<file path="config.mk">
export PLATFORM = sky130hd
export DESIGN_NAME = fwd_hazard_unit
export DESIGN_NICKNAME = d
export VERILOG_FILES = /design/src/rtl/fwd_hazard_unit_pkg.sv /design/src/rtl/fwd_hazard_unit_sel_encoder.sv /design/src/rtl/fwd_hazard_unit.sv
export SDC_FILE = /design/constraint.sdc
export NUM_CORES = 1
export LEC_CHECK = 0
export CAP_MARGIN = 20
export CELL_PAD_IN_SITES_DETAIL_PLACEMENT = 2
export CELL_PAD_IN_SITES_GLOBAL_PLACEMENT = 2
export CORE_MARGIN = 2
export CORE_UTILIZATION = 30
export DETAILED_ROUTE_END_ITERATION = 16
export PLACE_DENSITY = 0.75
export SLEW_MARGIN = 20
export SYNTH_ARGS = -nofsm -noshare
export SYNTH_HDL_FRONTEND = slang
export SYNTH_SLANG_ARGS = --single-unit
export TNS_END_PERCENT = 20
</file>
<file path="constraint.sdc">
create_clock -name clk_i -period 2.3 [get_ports clk_i]
set_input_delay 0.46 -clock clk_i [delete_from_list [all_inputs] [get_ports clk_i]]
set_output_delay 0.46 -clock clk_i [all_outputs]
set_load 0.05 [all_outputs]
</file>
<file path="src/rtl/fwd_hazard_unit_pkg.sv">
// Shared types and select codes for the forwarding / load-use hazard unit.
// Imported by the select encoder and the top-level controller.
package fwd_hazard_unit_pkg;

    localparam int DEF_REG_ADDR_W = 5;

    localparam logic [1:0] FWD_RF    = 2'd0;
    localparam logic [1:0] FWD_EXMEM = 2'd1;
    localparam logic [1:0] FWD_MEMWB = 2'd2;
    localparam logic [1:0] FWD_WBBYP = 2'd3;

    typedef struct packed {
        logic                      valid;
        logic                      regwrite;
        logic                      memread;
        logic [DEF_REG_ADDR_W-1:0] rd;
    } stage_rec_t;

    localparam stage_rec_t REC_BUBBLE = '0;

    // A record produces r when it will write r and r is not $0.
    function automatic logic rec_produces(
        input stage_rec_t                rec,
        input logic [DEF_REG_ADDR_W-1:0] r
    );
        return rec.valid && rec.regwrite &&
               (rec.rd == r) && (r != '0);
    endfunction

endpackage

</file>
<file path="src/rtl/fwd_hazard_unit_sel_encoder.sv">
// Priority encoder picking the youngest in-flight producer of one source
// register; the result drives one EX operand mux select.
module fwd_sel_encoder
    import fwd_hazard_unit_pkg::*;
(
    input  logic [DEF_REG_ADDR_W-1:0] src_i,
    input  stage_rec_t                ex_i,
    input  stage_rec_t                mem_i,
    input  stage_rec_t                wb_i,
    output logic [1:0]                sel_o
);

    // Load status does not affect the select; the stall keeps loads out
    // of the EX/MEM slot whenever a consumer would need them there.
    logic unused_memread;
    assign unused_memread = ex_i.memread ^ mem_i.memread ^ wb_i.memread;

    // Youngest producer wins: EX, then MEM, then WB, else register file.
    always_comb begin
        sel_o = FWD_RF;
        if (rec_produces(ex_i, src_i)) begin
            sel_o = FWD_EXMEM;
        end else if (rec_produces(mem_i, src_i)) begin
            sel_o = FWD_MEMWB;
        end else if (rec_produces(wb_i, src_i)) begin
            sel_o = FWD_WBBYP;
        end
    end

endmodule

</file>
<file path="src/rtl/fwd_hazard_unit.sv">
// Forwarding select and load-use stall controller for the 5-stage core.
// Keeps a shadow pipeline of destination registers (EX, MEM, WB, POST).
module fwd_hazard_unit
    import fwd_hazard_unit_pkg::*;
#(
    parameter int REG_ADDR_W = DEF_REG_ADDR_W,
    parameter int CNT_W      = 16
) (
    input  logic                  clk_i,
    input  logic                  rst_i,
    input  logic                  id_valid_i,
    input  logic [REG_ADDR_W-1:0] id_rs_i,
    input  logic [REG_ADDR_W-1:0] id_rt_i,
    input  logic [REG_ADDR_W-1:0] id_rd_i,
    input  logic                  id_regwrite_i,
    input  logic                  id_memread_i,
    input  logic                  flush_i,
    output logic                  stall_o,
    output logic [1:0]            ex_fwd_a_sel_o,
    output logic [1:0]            ex_fwd_b_sel_o,
    output logic [CNT_W-1:0]      stall_cnt_o
);

    stage_rec_t ex_q;
    stage_rec_t mem_q;
    stage_rec_t wb_q;
    stage_rec_t post_q;
    stage_rec_t ex_d;

    logic [1:0] sel_a;
    logic [1:0] sel_b;
    logic [1:0] sel_a_q;
    logic [1:0] sel_b_q;
    logic [1:0] sel_a_d;
    logic [1:0] sel_b_d;

    logic [CNT_W-1:0] cnt_q;
    logic [CNT_W-1:0] cnt_d;

    logic hazard;
    logic id_live;

    // POST mirrors the datapath WB bypass latch; no select logic reads it.
    logic unused_post;
    assign unused_post = ^post_q;

    // Load in EX whose result the instruction in ID needs right away.
    always_comb begin
        hazard = ex_q.valid && ex_q.memread && ex_q.regwrite &&
                 (ex_q.rd != '0) &&
                 ((ex_q.rd == id_rs_i) || (ex_q.rd == id_rt_i));
    end

    assign stall_o = hazard && id_valid_i && !flush_i;

    fwd_sel_encoder u_enc_a (
        .src_i (id_rs_i),
        .ex_i  (ex_q),
        .mem_i (mem_q),
        .wb_i  (wb_q),
        .sel_o (sel_a)
    );

    fwd_sel_encoder u_enc_b (
        .src_i (id_rt_i),
        .ex_i  (ex_q),
        .mem_i (mem_q),
        .wb_i  (wb_q),
        .sel_o (sel_b)
    );

    // Build the ID entry and next selects; stalls and flushes inject bubbles.
    always_comb begin
        id_live = id_valid_i && !flush_i && !stall_o;
        ex_d    = REC_BUBBLE;
        sel_a_d = FWD_RF;
        sel_b_d = FWD_RF;
        if (id_live) begin
            ex_d.valid    = 1'b1;
            ex_d.regwrite = id_regwrite_i;
            ex_d.memread  = id_memread_i;
            ex_d.rd       = id_rd_i;
            sel_a_d       = sel_a;
            sel_b_d       = sel_b;
        end
    end

    // Saturating count of issued stall cycles.
    always_comb begin
        cnt_d = cnt_q;
        if (stall_o && (cnt_q != '1)) begin
            cnt_d = cnt_q + 1'b1;
        end
    end

    // Shadow pipeline, registered selects and stall counter.
    always_ff @(posedge clk_i) begin
        if (rst_i) begin
            ex_q    <= REC_BUBBLE;
            mem_q   <= REC_BUBBLE;
            wb_q    <= REC_BUBBLE;
            post_q  <= REC_BUBBLE;
            sel_a_q <= FWD_RF;
            sel_b_q <= FWD_RF;
            cnt_q   <= '0;
        end else begin
            ex_q    <= ex_d;
            mem_q   <= ex_q;
            wb_q    <= mem_q;
            post_q  <= wb_q;
            sel_a_q <= sel_a_d;
            sel_b_q <= sel_b_d;
            cnt_q   <= cnt_d;
        end
    end

    assign ex_fwd_a_sel_o = sel_a_q;
    assign ex_fwd_b_sel_o = sel_b_q;
    assign stall_cnt_o    = cnt_q;

endmodule

</file>
Yosys cells after proc, flatten, opt, wreduce, memory -nomap -nowiden
Cells that the tools add are included.
{"block": "totals", "reg_bits": 42, "latchBits": 0, "ram_bits": 0, "mem_bits_ro": 0, "inputBits": 21, "out_inout_bits": 21, "wordCells": 64, "mem_count": 0}
{"block": "classes", "add_sub_neg": 1, "multipliers": 0, "div": 0, "n_lt_le_gt_ge": 0, "n_eq_ne": 7, "shift": 0, "muxes": 7, "bitwise_logic": 1, "reduce_logical": 33}
{"cell": "== test 5 bit", "count": 6}
{"cell": "logical AND 1 bit", "count": 24}
{"cell": "adder 16 x 1 -> 16 bit (second input constant)", "count": 1}
{"cell": "inequality test 16 bit (second input constant)", "count": 1}
{"cell": "nonzero test 5 bit", "count": 3}
{"cell": "2-to-1 mux 2 bit", "count": 4}
{"cell": "2-to-1 mux 8 bit", "count": 1}
{"cell": "OR reduction 3 bit", "count": 2}
{"cell": "logical NOT 1 bit", "count": 2}
{"cell": "2-to-1 mux 1 bit", "count": 2}
{"cell": "OR reduction 2 bit", "count": 1}
{"cell": "logical OR 1 bit", "count": 1}
{"cell": "NOT 1 bit", "count": 1}

Longest topological paths before layout
{"block": "depth", "ltp_word": 10, "ltp_mapped": 7, "ltp_nobuf": 7}

Modules after synthesis
From an unflattened synthesis, not the netlist that was laid out.
{"block": "hier_totals", "hier_cells": 247, "hier_area_um2": 2258.4}
{"mod": "fwd_hazard_unit", "instances": 1, "cells_per_inst": 189, "area_per_inst_um2": 1800.5, "seq_area_each_um2": 880.8}
{"mod": "fwd_sel_encoder", "instances": 2, "cells_per_inst": 29, "area_per_inst_um2": 229.0, "seq_area_each_um2": 0.0}

Least setup slack after synthesis
OpenSTA, ideal clock, no wires.
{"block": "synth_path", "path_kind": "flip-flop to flip-flop", "from": "register cnt_q[0], in the netlist stall_cnt_o[0]", "to": "register cnt_q[15], in the netlist stall_cnt_o[15]", "setup_time_ps": 121, "arrival_ps": 2315, "required_ps": 2179, "path_slack_ps": -136, "path_stages_with_launch": 8, "path_buffers": 0, "synth_period_minus_slack_ps": 2436, "path_cell_list": "dfxtp_1 -> ha_1 -> nand4_1 -> or4_1 -> o21ai_2 -> a2111o_1 -> nor4_1 -> mux2_2"}
{"block": "synth_via", "elab_chain_len": 2, "word_cells_on_any_way": 3, "classes_between": "1 x add/sub; 1 x eq/ne; 1 x reduce/logical"}
{"item": "from (decl)", "line_no": "fwd_hazard_unit.sv:37", "text": "logic [CNT_W-1:0] cnt_q;"}
{"item": "from (signal assigned)", "line_no": "fwd_hazard_unit.sv:113", "text": "cnt_q <= cnt_d;"}
{"item": "branches (longest 2 deep; another with adder 16 x 1 -> 16 bit)"}
Parallel ways; which one is timed is not known.
A chain may end at the register's enable or synchronous reset.

Worst setup path after layout
{"block": "layout_path", "from": "register ex_q[4] (netlist name)", "to": "output port stall_o"}
{"block": "layout_via", "elab_chain_len": 5, "word_cells_on_any_way": 8, "classes_between": "2 x eq/ne; 6 x reduce/logical"}
{"item": "from (decl)", "line_no": "fwd_hazard_unit.sv:24", "text": "stage_rec_t ex_q;"}
{"item": "from (signal assigned)", "line_no": "fwd_hazard_unit.sv:99", "text": "ex_q <= REC_BUBBLE;"}
{"item": "from (signal assigned)", "line_no": "fwd_hazard_unit.sv:107", "text": "ex_q <= ex_d;"}
{"item": "== test 5 bit / nonzero test 5 bit (equally long branches)", "line_no": "fwd_hazard_unit.sv:51, fwd_hazard_unit.sv:50"}
{"item": "logical OR 1 bit / logical AND 1 bit (equally long branches)", "line_no": "fwd_hazard_unit.sv:51, fwd_hazard_unit.sv:49"}
{"item": "logical AND 1 bit (*)", "line_no": "fwd_hazard_unit.sv:50", "text": "(ex_q.rd != '0) &&"}
{"item": "logical AND 1 bit (*) (2 in a row)", "line_no": "fwd_hazard_unit.sv:54", "text": "assign stall_o = hazard && id_valid_i && !flush_i;"}
{"item": "to (decl)", "line_no": "fwd_hazard_unit.sv:18", "text": "output logic stall_o,"}
Every way passes the cells marked *; elsewhere a longest branch is shown, timed or not.

==> run_results.csv <==
group,metric,value,unit
power_and_ir_drop,combPwrFrac,11.9,%
floorplanning,core,0.006386,mm^2
floorplanning,io_pins,42,
power_and_ir_drop,intPower,1.035,mW
final_layout,layoutNonFillerInstCount,379,
logic_synthesis,synth_top_family_by_area,"simple AND/OR/NAND/NOR gates",
critical_path,crit_path_end_kind,"primary output",
logic_synthesis,synth-edff-count,0,
clock_tree,clk_pin_slew,80,ps
logic_synthesis,synth-simple-area-share,25.75,%
final_layout,nets,323,
logic_synthesis,netlist-cell-type-count,44,
logic_synthesis,synth-async-reset-ratio,0,%
critical_path,crit_path_max_fanout,4,
logic_synthesis,synth-compound-area-share,13.88,%
place,dp_slack,-386.1,ps
detailed_routing,via_count,2005,
logic_synthesis,synthAdderAreaFrac,0.6281,%
sta,timing.final.crit_share,103.7,%
clock_tree,cts_tree,"done",
place,hpwl,5047,um
critical_path,worstPathArrival,1920,ps
floorplanning,die_y,85.49,um
logic_synthesis,syn_area_per_cell,9.222,um^2
clock_tree,cts_root_buffer,"clkbuf_8",
power_and_ir_drop,power_frac_seq,52.1,%
global_route,overflow,0,
final_layout,seqCellArea,853.3,um^2
logic_synthesis,synth_cells,216,
logic_synthesis,synth.ff_latch_count,42,
critical_path,cp.required,1840,ps
sta,period_minus_slack,2384,ps
hold_path,hold_path.class,"register to register",
sta,finalWorstSetupSlack,-84.08,ps
detailed_routing,finalWirelength,8238,um
logic_synthesis,muxShareOfSynthArea,1.068,%
power_and_ir_drop,p_clk_share,35.9,%
logic_synthesis,synth-seq-area-share,42.21,%
detailed_routing,wl_per_cell,21.74,um
status,violations,"negative setup slack",
final_layout,nFillCells,678,
floorplanning,num_rows,29,
sta,max_slew.worst_pin.slew,503.7,ps
critical_path,critPathKind,"register to primary output",
logic_synthesis,synth_nets,238,
detailed_routing,drtPass1Iterations,4,
global_route,grt_pass1_wl,12600,um
power_and_ir_drop,switchingPower,386.1,uW
critical_path,start_kind,"register",
place,placedCellCount,360,
global_route,grt_max_degree,15,
detailed_routing,vias_per_cell,5.290,
global_route,track_usage,22.65,%
sta,fmax,419.4,MHz
logic_synthesis,synthFlopType,"dfxtp_1",
power_and_ir_drop,peakVddDrop,0.0002678,V
clock_tree,clk_latency,310,ps
power_and_ir_drop,cellLeakagePower,1.124,nW
sta,finClkSkew,10.11,ps
logic_synthesis,netlist_area,0.001992,mm^2
sta,timing_hold_violations_final,0,
clock_tree,cts.sinks,42,
critical_path,path_cells,"or4_4, o2111a_2, buf_6, and2_4, buf_12",
logic_synthesis,yosysWarnings,0,
floorplanning,chipWidth,85.49,um
place,gp_congestion,0.7776,
status,outcome,"finished with violations",
sta,finalSetupViolCount,2,
clock_tree,htree_levels,2,
global_route,grt_pass1_vias,2267,
clock_tree,cts_buffers,5,
detailed_routing,drtIter0Drc,39,
power_and_ir_drop,swShare,27.17,%
critical_path,slowest_delay,480,ps
final_layout,drive_above_1_share,26.82,%
sta,slew_headroom,66.31,%
sta,slew_viol_final,0,
detailed_routing,final_antenna_net_count,0,
place,io_buffers,41,
final_layout,syn2layout_area_growth,51.76,%
power_and_ir_drop,pwr_density_cell,470.2,mW/mm^2
sta,rsz0062_at_grt,"true",
final_layout,diodes,0,
critical_path,slowest_stage,"or4_4",
detailed_routing,drc_errors,0,
clock_tree,clk_path_buf_depth,2,
logic_synthesis,synth_xor_area_share,13.63,%
floorplanning,dieArea,0.007308,mm^2
final_layout,multiInputGateArea,0.001209,mm^2
floorplanning,start_util,31.19,%
flow_run,drv_cap,0,
global_route,antenna_found_initial,0,
[per-layer routing]
layer	part of all wire (%)	global-route usage [%]	vias to the layer above
li1	-	-	934
met1	44	28.27	1003
met2	50	39.06	48
met3	2.8	4.183	20
met4	3.1	7.792	0
met5	0	0	-
[state kept, by name (all words and copies together) (netlist names)]
register and count:
ex_q 8, stall_cnt_o 16, ex_fwd_a_sel_o 2, mem_q 7, ex_fwd_b_sel_o 2, wb_q 7
[worst paths after layout]
| path | from | end | slack, ps | cells past startpoint |
|---|---|---|---|---|
| worst min register to register | mem_q[7]$_SDFF_PP0_ | wb_q[7]$_SDFF_PP0_ | 480 | 1 |
| worst min-delay path | mem_q[7]$_SDFF_PP0_ | wb_q[7]$_SDFF_PP0_ | 480 | 1 |
| worst max-delay path | ex_q[4]$_SDFF_PP0_ | stall_o | -80 | 5 |
| worst max register to register | ex_q[4]$_SDFF_PP0_ | ex_fwd_a_sel_o[0]$_SDFF_PP0_ | -10 | 7 |
[placed cells by master (no fill, tap or decap), drive strengths merged, types with 2 or more instances in the layout]
cell type and count:
dfxtp 42, buf 42, clkdlybuf4s50 29, xnor2 23
nor2b 17, nor2 15, and2 11, a21oi 10
inv 9, dlygate4sd2 9, nand2 9, nand4 8
xor2 8, o21ai 8, nand3 6, or3 6
clkbuf 5, or4 5, nor3 3, a211oi 3
and4 2, and3 2, o2111ai 2, o31ai 2
dlymetal6s2s 2, nor4 2, a2111oi 2, clkinv 2
[worst max-delay path: cells and delay by family, from the launching register on]
family / cells / cell delay, ps
compound gates: 1 / 300
buf+inv: 2 / 260
flops: 1 / 410
simple gates: 2 / 650
[Yosys cell counts (2+ instances only)]
| cell type | instances | area share, % |
|---|---|---|
| dfxtp_1 | 42 | 42 |
| xnor2_1 | 23 | 10 |
| nor2b_1 | 17 | 5.3 |
| nor2_1 | 15 | 2.8 |
| and2_1 | 11 | 3.5 |
| a21oi_1 | 10 | 2.5 |
| inv_1 | 9 | 1.7 |
| nand2_1 | 9 | 1.7 |
| nand4_1 | 8 | 2.5 |
| xor2_1 | 8 | 3.5 |
| o21ai_0 | 6 | 1.5 |
| or3_1 | 6 | 1.9 |
| nand3_1 | 5 | 1.3 |
| or4_1 | 5 | 1.9 |
| a211oi_1 | 3 | 1.1 |
| clkbuf_1 | 3 | 0.57 |
| nor3_1 | 3 | 0.75 |
| and3_1 | 2 | 0.63 |
| and4_1 | 2 | 0.88 |
| nor4_1 | 2 | 0.63 |
| o2111ai_1 | 2 | 0.88 |
| o21ai_2 | 2 | 0.88 |
| o31ai_1 | 2 | 0.75 |
[what timing repair did]
action                     in CTS  in global routing
pin swaps                      11                  8
setup buffers                   9                  2
setup endpoints to repair      11                 21
hold buffers                    0                  0
gates resized for setup        24                 20
[per-stage QoR]
step,power (mW),util [%],TNS (ps),cell area (um^2),hold WS [ps]
final,1.421,47.34,-92.10,3023,483.2
after global routing,1.479,47.34,-431.5,3023,500.1
after CTS,1.415,45.87,-90.73,2929,468.7
after detailed placement,0.8991,42.50,-5348,2714,455.8
after global placement,0.8937,42.50,-3254,2714,442.5
after floorplan,0.8109,-,0,1994,429.1
[cell type report]
cell class	instances	area share, %
multi-input cells	161	39.98
flip-flops and latches	42	28.23
repair buffers	82	24.50
well taps	77	3.187
clock buffers	5	2.276
inverters	9	1.118
clock inverters	3	0.7036
[cell families after synthesis]
family                   count (synthesis)
AND/OR/NAND/NOR                         90
XOR/XNOR                                31
buffers and inverters                   13
flip-flops                              42
adder cells (fa/ha/maj)                  1
AO/OA/AOI/OAI                           37
multiplexers                             2
[power groups by stage]
| stage | sequential, mW | combinational (mW) | clock [mW] |
|---|---|---|---|
| global route | 0.742 | 0.179 | 0.558 |
| CTS | 0.742 | 0.156 | 0.516 |
| finish | 0.741 | 0.170 | 0.511 |
| global placement | 0.758 | 0.136 | 0 |
| floorplan | 0.756 | 0.0551 | 0 |
| detailed placement | 0.758 | 0.141 | 0 |
(Power assumes the default switching activity.)
